--- src/rtl/stitch_fpu_issue.sv ---
// stitch_fpu_issue
//   Issue stage in front of the FPU scoreboard (stitch_sb). A decoded FP op is
//   checked against the scoreboard for RAW/WAW hazards on its used sources and
//   its destination. When the op issues, its rd is pushed into the scoreboard
//   and the op, rd and allocated one-hot tag are held in a 1-entry output
//   register towards the FPU. FPU writeback tags are forwarded to the scoreboard
//   pop port. A flush drops the held op and returns its tag; if a writeback is
//   using the pop port in that cycle, the tag is returned later from RETURN.
//
// Ports
//   clk_i, rst_i                 clock, synchronous active-high reset
//   in_valid_i/in_ready_o        upstream op handshake
//   in_op_i, in_rs_i, in_rs_used_i, in_rd_i   op payload, sources, used flags, dest
//   sb_push_addr_o/valid_o       scoreboard allocate
//   sb_entry_index_i             one-hot free tag offered by the scoreboard
//   sb_test_addr_o               {rd,rs3,rs2,rs1} hazard test addresses
//   sb_test_present_i            per-test-address hit
//   sb_full_i                    scoreboard has no free entry
//   sb_pop_index_o/valid_o       scoreboard free
//   out_valid_o/out_ready_i      FPU handshake
//   out_op_o, out_tag_o, out_rd_o  held op, tag and rd
//   wb_valid_i, wb_tag_i         FPU writeback completion
//   flush_i                      drop held op, block input this cycle
//
// Configuration
//   STITCH_FPU_ISSUE_PERF_EN     adds saturating stall counters
//                                stall_hazard_cnt_o / stall_full_cnt_o.

module stitch_fpu_issue #(
  parameter int AddrWidth = 5,
  parameter int Depth     = 4,
  parameter int OpWidth   = 32
) (
  input  logic                   clk_i,
  input  logic                   rst_i,
  input  logic                   in_valid_i,
  output logic                   in_ready_o,
  input  logic [OpWidth-1:0]     in_op_i,
  input  logic [3*AddrWidth-1:0] in_rs_i,
  input  logic [2:0]             in_rs_used_i,
  input  logic [AddrWidth-1:0]   in_rd_i,
  output logic [AddrWidth-1:0]   sb_push_addr_o,
  output logic                   sb_push_valid_o,
  input  logic [Depth-1:0]       sb_entry_index_i,
  output logic [4*AddrWidth-1:0] sb_test_addr_o,
  input  logic [3:0]             sb_test_present_i,
  input  logic                   sb_full_i,
  output logic [Depth-1:0]       sb_pop_index_o,
  output logic                   sb_pop_valid_o,
  output logic                   out_valid_o,
  input  logic                   out_ready_i,
  output logic [OpWidth-1:0]     out_op_o,
  output logic [Depth-1:0]       out_tag_o,
  output logic [AddrWidth-1:0]   out_rd_o,
  input  logic                   wb_valid_i,
  input  logic [Depth-1:0]       wb_tag_i,
`ifdef STITCH_FPU_ISSUE_PERF_EN
  output logic [31:0]            stall_hazard_cnt_o,
  output logic [31:0]            stall_full_cnt_o,
`endif
  input  logic                   flush_i
);

  typedef enum logic [1:0] {
    ST_EMPTY  = 2'd0,
    ST_FULL   = 2'd1,
    ST_RETURN = 2'd2
  } state_e;

  state_e               state_q, state_d;
  logic [OpWidth-1:0]   op_q, op_d;
  logic [Depth-1:0]     tag_q, tag_d;
  logic [AddrWidth-1:0] rd_q, rd_d;

  logic hazard;
  logic slot_free;
  logic ready;
  logic issue;
  logic handshake;
  logic flush_pop;

  always_comb begin
    // rd is always tested (WAW); sources only when actually used (RAW).
    hazard    = (|(sb_test_present_i[2:0] & in_rs_used_i)) | sb_test_present_i[3];
    slot_free = (state_q == ST_EMPTY) ||
                ((state_q == ST_FULL) && out_ready_i && !flush_i);
    ready     = !hazard && !sb_full_i && slot_free && !flush_i &&
                (state_q != ST_RETURN) && !rst_i;
    issue     = in_valid_i && ready;
    handshake = (state_q == ST_FULL) && out_ready_i && !flush_i;
    // The held tag is returned by flush only when writeback is not using the pop port.
    flush_pop = !wb_valid_i &&
                (((state_q == ST_FULL) && flush_i) || (state_q == ST_RETURN));

    state_d = state_q;
    op_d    = op_q;
    tag_d   = tag_q;
    rd_d    = rd_q;

    if (issue) begin
      op_d  = in_op_i;
      tag_d = sb_entry_index_i;
      rd_d  = in_rd_i;
    end

    case (state_q)
      ST_EMPTY: begin
        if (issue) state_d = ST_FULL;
      end
      ST_FULL: begin
        if (flush_i) begin
          state_d = wb_valid_i ? ST_RETURN : ST_EMPTY;
        end else if (handshake) begin
          state_d = issue ? ST_FULL : ST_EMPTY;
        end
      end
      ST_RETURN: begin
        // tag_q still holds the dropped op's tag: nothing can issue here.
        if (!wb_valid_i) state_d = ST_EMPTY;
      end
      default: state_d = ST_EMPTY;
    endcase
  end

  always_ff @(posedge clk_i) begin
    if (rst_i) begin
      state_q <= ST_EMPTY;
      op_q    <= '0;
      tag_q   <= '0;
      rd_q    <= '0;
    end else begin
      state_q <= state_d;
      op_q    <= op_d;
      tag_q   <= tag_d;
      rd_q    <= rd_d;
    end
  end

  assign in_ready_o      = ready;
  assign sb_push_valid_o = issue;
  assign sb_push_addr_o  = in_rd_i;
  assign sb_test_addr_o  = {in_rd_i, in_rs_i};

  // Writeback owns the pop port when both want it.
  assign sb_pop_valid_o  = (wb_valid_i || flush_pop) && !rst_i;
  assign sb_pop_index_o  = wb_valid_i ? wb_tag_i : tag_q;

  assign out_valid_o     = (state_q == ST_FULL) && !flush_i;
  assign out_op_o        = op_q;
  assign out_tag_o       = tag_q;
  assign out_rd_o        = rd_q;

`ifdef STITCH_FPU_ISSUE_PERF_EN
  logic [31:0] hz_cnt_q, hz_cnt_d;
  logic [31:0] fl_cnt_q, fl_cnt_d;

  always_comb begin
    hz_cnt_d = hz_cnt_q;
    fl_cnt_d = fl_cnt_q;
    if (in_valid_i && hazard && (hz_cnt_q != 32'hFFFF_FFFF))
      hz_cnt_d = hz_cnt_q + 32'd1;
    if (in_valid_i && !hazard && sb_full_i && (fl_cnt_q != 32'hFFFF_FFFF))
      fl_cnt_d = fl_cnt_q + 32'd1;
  end

  always_ff @(posedge clk_i) begin
    if (rst_i) begin
      hz_cnt_q <= '0;
      fl_cnt_q <= '0;
    end else begin
      hz_cnt_q <= hz_cnt_d;
      fl_cnt_q <= fl_cnt_d;
    end
  end

  assign stall_hazard_cnt_o = hz_cnt_q;
  assign stall_full_cnt_o   = fl_cnt_q;
`endif

endmodule

--- config.mk ---
export PLATFORM = sky130hd
export DESIGN_NAME = stitch_fpu_issue
export DESIGN_NICKNAME = d
export VERILOG_FILES = /design/src/rtl/stitch_fpu_issue.sv
export SDC_FILE = /design/constraint.sdc
export NUM_CORES = 1
export LEC_CHECK = 0
export CORE_MARGIN = 4
export CORE_UTILIZATION = 28
export CTS_BUF_LIST = sky130_fd_sc_hd__clkbuf_8 sky130_fd_sc_hd__clkbuf_16
export DETAILED_ROUTE_END_ITERATION = 12
export GPL_TIMING_DRIVEN = 1
export HOLD_SLACK_MARGIN = 0.08
export PLACE_DENSITY = 0.7
export SETUP_SLACK_MARGIN = 0.1
export SYNTH_ARGS = -nofsm -noshare
export SYNTH_HDL_FRONTEND = slang
export SYNTH_SLANG_ARGS = --single-unit
--- constraint.sdc ---
create_clock -name clk_i -period 1.5 [get_ports clk_i]
set_input_delay 0.3 -clock clk_i [delete_from_list [all_inputs] [get_ports clk_i]]
set_output_delay 0.3 -clock clk_i [all_outputs]
set_load 0.02 [all_outputs]
* After elaboration in Yosys (flattened, before gate mapping)
Cells that the tools add are included.
** Word-level totals
- Memories :: 0
- Output and inout port bits :: 74
- Latch bits :: 0
- Bits in registers :: 43
- ROM bits :: 0
- Input bits :: 74
- Word-level logic and storage cells :: 43
- Memory bits (writable) :: 0
** Cells by class
- Shift-type cells :: 0
- Multipliers :: 0
- $add $sub $neg :: 0
- Equality and inequality tests :: 6
- Magnitude comparators :: 0
- Divide/modulo/power cells :: 0
- Bitwise logic cells :: 2
- Reductions and logical operators :: 23
- Mux-type cells :: 8
** Operator list (count)
- logical AND 1 bit :: 12
- 2-to-1 mux 2 bit :: 5
- != test 2 bit (second input constant) :: 3
- case mux 2 bit (3 select lines) :: 1
- logical NOT 1 bit :: 5
- 2-to-1 mux 4 bit :: 1
- bitwise AND 3 bit :: 1
- logical OR 1 bit :: 3
- != test 3 bit (second input constant) :: 1
- AND reduction 3 bit :: 1
- OR reduction 3 bit :: 1
- == test 2 x 1 -> 1 bit (second input constant) :: 1
- == test 2 bit (second input constant) :: 1
- logical NOT 2 bit :: 1
- 2-to-1 mux 1 bit :: 1
- OR 1 bit :: 1

* Depth between registers and ports, before layout
Gate-level depths: netlist of the first run.
- Depth after elaboration :: 14
- Gate-level depth with buffers :: 5
- Depth with buffers taken out :: 4

* Worst setup path after synthesis of the first run
No wires, ideal clock.
- Path type :: in2out
- From :: input sb_full_i
- To :: output sb_push_valid_o
- Path slack :: 0.053 ns
- Path buffers :: 1
- Stages :: 4
- Data arrival time :: 1.147 ns
- Path through :: nor3_4 -> nand3_2 -> clkbuf_2 -> nor2_1
** Between the ends
- Longest elaborated chain between the ends :: 7
** Ends and longest elaborated chain
- start, declared :: line 47 : input logic sb_full_i,
- logical NOT 1 bit :: line 87 : ready = !hazard && !sb_full_i && slot_free && !flush_i &&
- logical AND 1 bit (4 in series) :: line 87
- logical AND 1 bit :: line 88 : (state_q != ST_RETURN) && !rst_i;
- logical AND 1 bit :: line 89 : issue = in_valid_i && ready;
- end, declared :: line 43 : output logic sb_push_valid_o,
Every way passes these cells.

* Worst setup path in the final report of the first run
- From :: register state_q[1]
- To :: output sb_pop_valid_o
** Between the ends
- Longest elaborated chain between the ends :: 6
** Ends and longest elaborated chain
- start, declared :: line 70 : state_e state_q, state_d;
- start signal, assigned :: line 132 : state_q <= state_d;
- == test 2 x 1 -> 1 bit :: line 93 : (((state_q == ST_FULL) && flush_i) || (state_q == ST_RETURN));
- logical AND 1 bit :: line 93
- logical OR 1 bit (*) :: line 93
- logical AND 1 bit (*) :: line 92 : flush_pop = !wb_valid_i &&
- logical OR 1 bit (*) :: line 145 : assign sb_pop_valid_o = (wb_valid_i || flush_pop) && !rst_i;
- logical AND 1 bit (*) :: line 145
- end, declared :: line 49 : output logic sb_pop_valid_o,
Mark *: on every way between the ends. The rest lies on a longest branch, timed or not.

==> metrics, run 1 <==
status finished clean; Core Region around 7800 µm²; worst hold-check slack between 400 and 500 ps; Power Density approximately 600 nW/µm²; count of pins on the block boundary roughly 150; number of nets still failing antenna checks after routing 0; antenna violations before repair 0; net load switching power between 500 and 600 µW; deepest level of the CTS H-tree 2; kind of end point of the critical path primary output; Critical Path RT approximately 1200 ps; Overflow after GRT 0; clock tree from TritonCTS built; FF-to-FF Start state_q[1]; RSZ-0062 raised after global routing yes; transition time at the pin with the least slew margin between 300 and 400 ps; Hold Fails Final Rpt 0; Slew headroom 74.58%; DIE WIDTH between 90 and 100 µm; main area contributors after synthesis sky130_fd_sc_hd__dfxtp_1 38%, sky130_fd_sc_hd__nand2b_1 12%, sky130_fd_sc_hd__nor2b_1 11%; largest voltage drop on the vdd net 0.3072 mV; Post-Place Setup Slack -678.1 ps; first-iteration detailed-routing DRC count 45; Crit Path Class flip-flop to primary output; final clock period utilization by the worst path 97.75%; insertion delay of the later-clocked pin in the worst-skew pair ~280 ps; number of CTS-inserted buffers 5; layout cell share with drive strength beyond 1 a little under 30%; Max FO, Critical Path 3; Total Nets Final between 400 and 500; Critical Path AT between 1000 and 1500 ps; Distinct cells, synth 20; cell count after synthesis 277; number of max-capacitance violations reported 0; Clock Pin Slew Worst Setup and Hold Paths 80 ps; Switching Fraction 25.73%; internal power component about 1.7 mW; final HPWL from detailed placement 4320 µm; worst clock skew approximately 4.7 ps; logic gate share of total power 19.6%; pin count of the biggest net entering global routing 43; CTS sink count 43; effective utilization at floorplan between 20 and 30%; wire length of the first global-routing pass between 10000 and 15000 µm; total DRC errors in the routed layout 0; Leak between 1.5 and 2 nW; Area growth syn-to-layout 68.11%; primary flip-flop cell chosen by synthesis mapping sky130_fd_sc_hd__dfxtp_1; Max clock buf depth 2; minimum clock period after layout between 1000 and 1500 ps; total power draw 2.305 mW; via/cell ratio about 4.7; reg2reg end out_op_o[18]; class of the tightest hold or removal check input port to flip-flop; async set or reset register ratio after synthesis 0%; Seq/Total Area, Yosys about 38%; number of stages on the worst hold path 3; Register-to-Register Path Depth 7; clock group share of total power a little under a third; fill cell total of the finished layout just under 800; synthesized area around 2300 µm²; Setup-failing EPs final 0; reg2reg setup slack 70 ps; y dimension of the die roughly 98 µm; wirelength, routed approximately 7000 µm; cell count after placement about 470; startpoint class of the critical path flip-flop; number of enable flip-flop cells after synthesis 0; max-slew violation count 0; worst min-delay path startpoint out_ready_i; post-layout util between 40 and 50%; endpoint of the worst hold path state_q[0]; routed length per placed instance 14.37 µm; number of global-route vias before repair around 2200; number of port buffers about 120; Post-Syn Nets around 350; per-instance average area after synthesis around 8.3 µm²; total via count in the routed design ~2300; top cells by count, synth 43 x sky130_fd_sc_hd__dfxtp_1, 43 x sky130_fd_sc_hd__nand2b_1, 43 x sky130_fd_sc_hd__o21ai_0; fraction of power consumed by sequential logic approximately 50%; GRT Resource Usage Total 12.41%; timing-limited maximum frequency 0.6820 GHz; Synth Warn # 0; non-filler cells in the finished layout roughly 480; most area-hungry cell type in the Yosys netlist sky130_fd_sc_hd__dfxtp_1; count of inserted antenna diode cells 0; Clk Tree Root Cell sky130_fd_sc_hd__clkbuf_8; number of core rows 32; total iterations of the first detailed-routing run 4; final worst-path setup slack 33.70 ps; die area roughly 9700 µm²; routability-driven placement congestion ratio 0.7729; share of the synthesized area in the top cell type about 38%; synthesis-stage register bit count 43
-- cells by family (layout without fill, tap and decap cells) --
| logic type | count (synthesis) | after routing | share of synthesized area (%) |
|---|---|---|---|
| compound gates | 84 | 84 | 18.87 |
| buf+inv | 46 | 151 | 13.35 |
| flops | 43 | 43 | 37.64 |
| mux | 5 | 5 | 2.407 |
| simple gates | 99 | 99 | 27.74 |
-- routing by layer --
metal  GRT usage (%)  wire length (µm)  vias up
met5               0                 0        -
met4           2.101                82        0
met3           4.286               507       11
met2           21.42              3430       90
met1           15.12              2933     1050
li1                -                 -     1100
-- power groups by stage --
stage | Combinational, mW | Clock, mW | Sequential (mW)
finish | 0.452 | 0.705 | 1.15
global route | 0.485 | 0.798 | 1.15
CTS | 0.428 | 0.750 | 1.15
detailed placement | 0.428 | 0 | 1.18
global placement | 0.425 | 0 | 1.18
floorplan | 0.229 | 0 | 1.19
-- sequential cells by signal, indices dropped and copies added (netlist names) --
name       count
out_op_o      32
out_rd_o       5
out_tag_o      4
state_q        2
-- layout make-up --
type                       count  area [µm²]  area share (%)
timing repair buffer         143        1431           37.23
tap                          102       127.6           3.319
sequential                    43       868.3           22.58
clock buffer                   5       68.82           1.790
multi-input combinational    188        1333           34.66
clock inverter                 3       16.27          0.4230
-- worst max-delay path by stage --
| stage | from | endpoint | slack (ps) | cells past startpoint |
|---|---|---|---|---|
| finish | state_q[1] | sb_pop_valid_o | 30 | 4 |
| detailed placement | flush_i | sb_push_valid_o | -680 | 5 |
| global route | state_q[1] | sb_pop_valid_o | -100 | 4 |
| global placement | flush_i | sb_push_valid_o | -680 | 5 |
| CTS | state_q[1] | sb_pop_valid_o | 10 | 4 |
| floorplan | sb_full_i | sb_push_valid_o | 140 | 4 |
-- worst max-delay path, cell delays in order (launching register included) --
cell                      delay, ps
sky130_fd_sc_hd__dfxtp_4        380
sky130_fd_sc_hd__mux2i_1        220
sky130_fd_sc_hd__nor2_1          60
sky130_fd_sc_hd__nor2_1          80
sky130_fd_sc_hd__buf_4          140
-- what timing repair did --
item | CTS | global route
hold buffers | 0 | 0
gates resized for setup | 152 | 56
endpoints found under the hold margin | 0 | 0
setup buffers | 3 | 2
pin swaps | 7 | 42
gates cloned | 0 | 6
endpoints found under the setup margin | 101 | 51
-- layout by cell type, fill, tap and decap left out, types with 2 or more instances in the layout --
master                            instances
sky130_fd_sc_hd__dlymetal6s2s_1           2
sky130_fd_sc_hd__dlygate4sd2_1           52
sky130_fd_sc_hd__buf_4                   16
sky130_fd_sc_hd__clkdlybuf4s50_1         41
sky130_fd_sc_hd__nor2b_1                 41
sky130_fd_sc_hd__nor2_4                   3
sky130_fd_sc_hd__nand2b_1                42
sky130_fd_sc_hd__buf_12                   3
sky130_fd_sc_hd__buf_8                    3
sky130_fd_sc_hd__nor2_1                   3
sky130_fd_sc_hd__clkdlybuf4s15_2          8
sky130_fd_sc_hd__buf_6                    8
sky130_fd_sc_hd__o21ai_1                  4
sky130_fd_sc_hd__o21ai_0                 39
sky130_fd_sc_hd__dfxtp_4                  2
sky130_fd_sc_hd__clkbuf_8                 5
sky130_fd_sc_hd__nand2_2                  2
sky130_fd_sc_hd__o21ai_2                 39
sky130_fd_sc_hd__buf_2                    5
sky130_fd_sc_hd__dfxtp_1                 41
sky130_fd_sc_hd__clkbuf_16                4
sky130_fd_sc_hd__mux2_4                   4
-- per-stage QoR --
stage | setup TNS (ps) | cell area, µm²
after floorplan | 0 | 2292
after global placement | -22100 | 3426
after detailed placement | -23590 | 3426
after CTS | 0 | 3527
after global routing | -170.2 | 3845
final | 0 | 3845
(Power assumes the default switching activity.)
==> inputs of run 2 (changes only) <==
- RECOVER_POWER: default -> 100
==> run 2 against run 1 <==
Against the previous run: utilization decreased by 0.59 points; largest cell class unchanged; sequential power about the same; cell area decreased by 1.2%; wire length decreased by 0.52%.
==> metrics, run 2 (same netlist as run 1, synthesis figures left out) <==
Slew headroom 75.02% (+0.45 points); critical path cell sequence mux2i_1 > nor2_1 > nor2_1 > buf_4; wirelength, routed 6918 µm (-0.52%); number of port buffers 117 (unchanged); wire length of the first global-routing pass 10190 µm (unchanged); number of flip-flops under the largest register name 32 (unchanged); largest voltage drop on the vdd net 0.3056 mV (-0.52%); insertion delay of the later-clocked pin in the worst-skew pair 280 ps (about the same); most common cell after layout, fill and taps aside sky130_fd_sc_hd__dlygate4sd2_1; CTS sink count 43 (unchanged); cell type group with the largest total delay on the critical path flip-flops; post-layout util 48.41% (-0.59 points); y dimension of the die 98.38 µm (unchanged); RSZ-0062 raised after global routing yes; post-route cell area 3799 µm² (-1.2%); status finished clean; max-slew violation count 0 (unchanged); antenna violations before repair 0 (unchanged); cell count after placement 466 (unchanged); number of nets still failing antenna checks after routing 0 (unchanged); DIE WIDTH 98.38 µm (unchanged); Critical Path RT 1200 ps (about the same); number of max-capacitance violations reported 0 (unchanged); count of inserted antenna diode cells 0 (unchanged); pin count of the biggest net entering global routing 43 (unchanged); final worst-path setup slack 33.62 ps (-0.08620 ps); total DRC errors in the routed layout 0 (unchanged); effective utilization at floorplan 29.15% (unchanged); Area growth syn-to-layout 66.08%; transition time at the pin with the least slew margin 374.6 ps (-6.677 ps); non-filler cells in the finished layout 484 (unchanged); slowest CP cell sky130_fd_sc_hd__dfxtp_4; number of core rows 32 (unchanged); Clk Tree Root Cell sky130_fd_sc_hd__clkbuf_8; Worst Path Buf+Inv 1 (unchanged); die area 9679 µm² (unchanged); Core Region 7848 µm² (unchanged); Setup-failing EPs final 0 (unchanged); first-iteration detailed-routing DRC count 57 (+27%); class of the tightest hold or removal check input port to flip-flop; Hold Fails Final Rpt 0 (unchanged); final HPWL from detailed placement 4320 µm (unchanged); top library cells by usage in the layout, fill and taps aside 52 x sky130_fd_sc_hd__dlygate4sd2_1, 42 x sky130_fd_sc_hd__nand2b_1, 41 x sky130_fd_sc_hd__nor2b_1, 41 x sky130_fd_sc_hd__clkdlybuf4s50_1, 41 x sky130_fd_sc_hd__dfxtp_1; Max FO, Critical Path 3 (unchanged); total via count in the routed design 2248 (-0.13%); Worst path most repeated cell sky130_fd_sc_hd__nor2_1; number of CTS-inserted buffers 5 (unchanged); GRT Resource Usage Total 12.41% (unchanged); layout cell share with drive strength beyond 1 25.65% (-3.4 points); Max clock buf depth 2 (unchanged); startpoint class of the critical path flip-flop; clock tree from TritonCTS built; minimum clock period after layout 1466 ps (+0.08620 ps); worst clock skew 4.690 ps (+0.02398 ps); via/cell ratio 4.645 (-0.13%); kind of end point of the critical path primary output; count of pins on the block boundary 148 (unchanged); routed length per placed instance 14.29 µm (-0.52%); Clock Pin Slew Worst Setup and Hold Paths 80 ps (about the same); Leak 1.694 nW (-1.5%); Power Density 603.3 nW/µm² (+0.63%); Critical Path AT 1170 ps (about the same); timing-limited maximum frequency 0.6820 GHz (about the same); deepest level of the CTS H-tree 2 (unchanged); Overflow after GRT 0 (unchanged); final clock period utilization by the worst path 97.76% (about the same); Total Nets Final 455 (unchanged); number of global-route vias before repair 2170 (unchanged); routability-driven placement congestion ratio 0.7729 (unchanged); total iterations of the first detailed-routing run 4 (unchanged); placed standard-cell area 3426 µm² (unchanged); CP max stage delay 380 ps (about the same); Post-Place Setup Slack -678.1 ps (unchanged); fill cell total of the finished layout 787 (+1.7%); Crit Path Class flip-flop to primary output
-- run 2: cell types whose count changed in the layout (fill, tap and decap cells not counted), moves of 2 or more --
cell and change:
sky130_fd_sc_hd__clkdlybuf4s15_1 +6, sky130_fd_sc_hd__buf_2 -4, sky130_fd_sc_hd__mux2_1 +2, sky130_fd_sc_hd__mux2_4 -2
sky130_fd_sc_hd__clkbuf_2 +3, sky130_fd_sc_hd__clkbuf_1 +4, sky130_fd_sc_hd__clkdlybuf4s15_2 -6
-- run 2: final cells by class --
type | count | area (µm²) | area share (%)
Timing Repair Buffer | 143 | 1393 | 36.66
Multi-Input combinational cell | 188 | 1325 | 34.88
Sequential cell | 43 | 868.3 | 22.86
Tap cell | 102 | 127.6 | 3.360
Clock buffer | 5 | 68.82 | 1.812
Clock inverter | 3 | 16.27 | 0.4282
-- run 2: worst min-delay path, stage by stage --
cell	delay (ps)
sky130_fd_sc_hd__dlygate4sd2_1	210
sky130_fd_sc_hd__or3_1	160
sky130_fd_sc_hd__a21oi_4	60
-- run 2: metrics by stage --
| stage | power [mW] | hold slack [ps] | setup TNS, ps |
|---|---|---|---|
| detailed placement | 1.607 | 566.3 | -23590 |
| global route | 2.419 | 483.8 | -1395 |
| floorplan | 1.417 | 445.6 | 0 |
| finish | 2.292 | 481.8 | 0 |
| global placement | 1.603 | 560.0 | -22100 |
| CTS | 2.326 | 418.4 | 0 |
-- run 2: final timing paths --
check | start | endpoint | slack, ps | depth (start not counted)
worst max-delay path | state_q[1] | sb_pop_valid_o | 30 | 4
worst min-delay path | out_ready_i | state_q[0] | 480 | 3
worst max register to register | state_q[1] | out_op_o[18] | 40 | 7
worst min register to register | out_op_o[21] | out_op_o[21] | 590 | 3
-- run 2: layer usage --
metal	track usage [%]	up-vias	share of wire [%]
met1	15.12	1049	42
li1	-	1098	-
met3	4.286	11	7.5
met2	21.42	90	49
met5	0	-	0
met4	2.101	0	1.2
-- run 2: timing repair --
item                       4_1_cts  5_1_grt
setup endpoints to repair      101       51
resized for setup              152       56
hold endpoints to repair         0        0
gates cloned                     0        6
setup buffers                    3        2
pin swaps                        7       42
hold buffers                     0        0
-- run 2: power by group --
part	total, mW	internal, mW	leakage [nW]	switching [mW]
sequential	1.15	1.14	0.348	0.00357
clock	0.707	0.319	0.0453	0.388
combinational	0.437	0.237	1.30	0.200
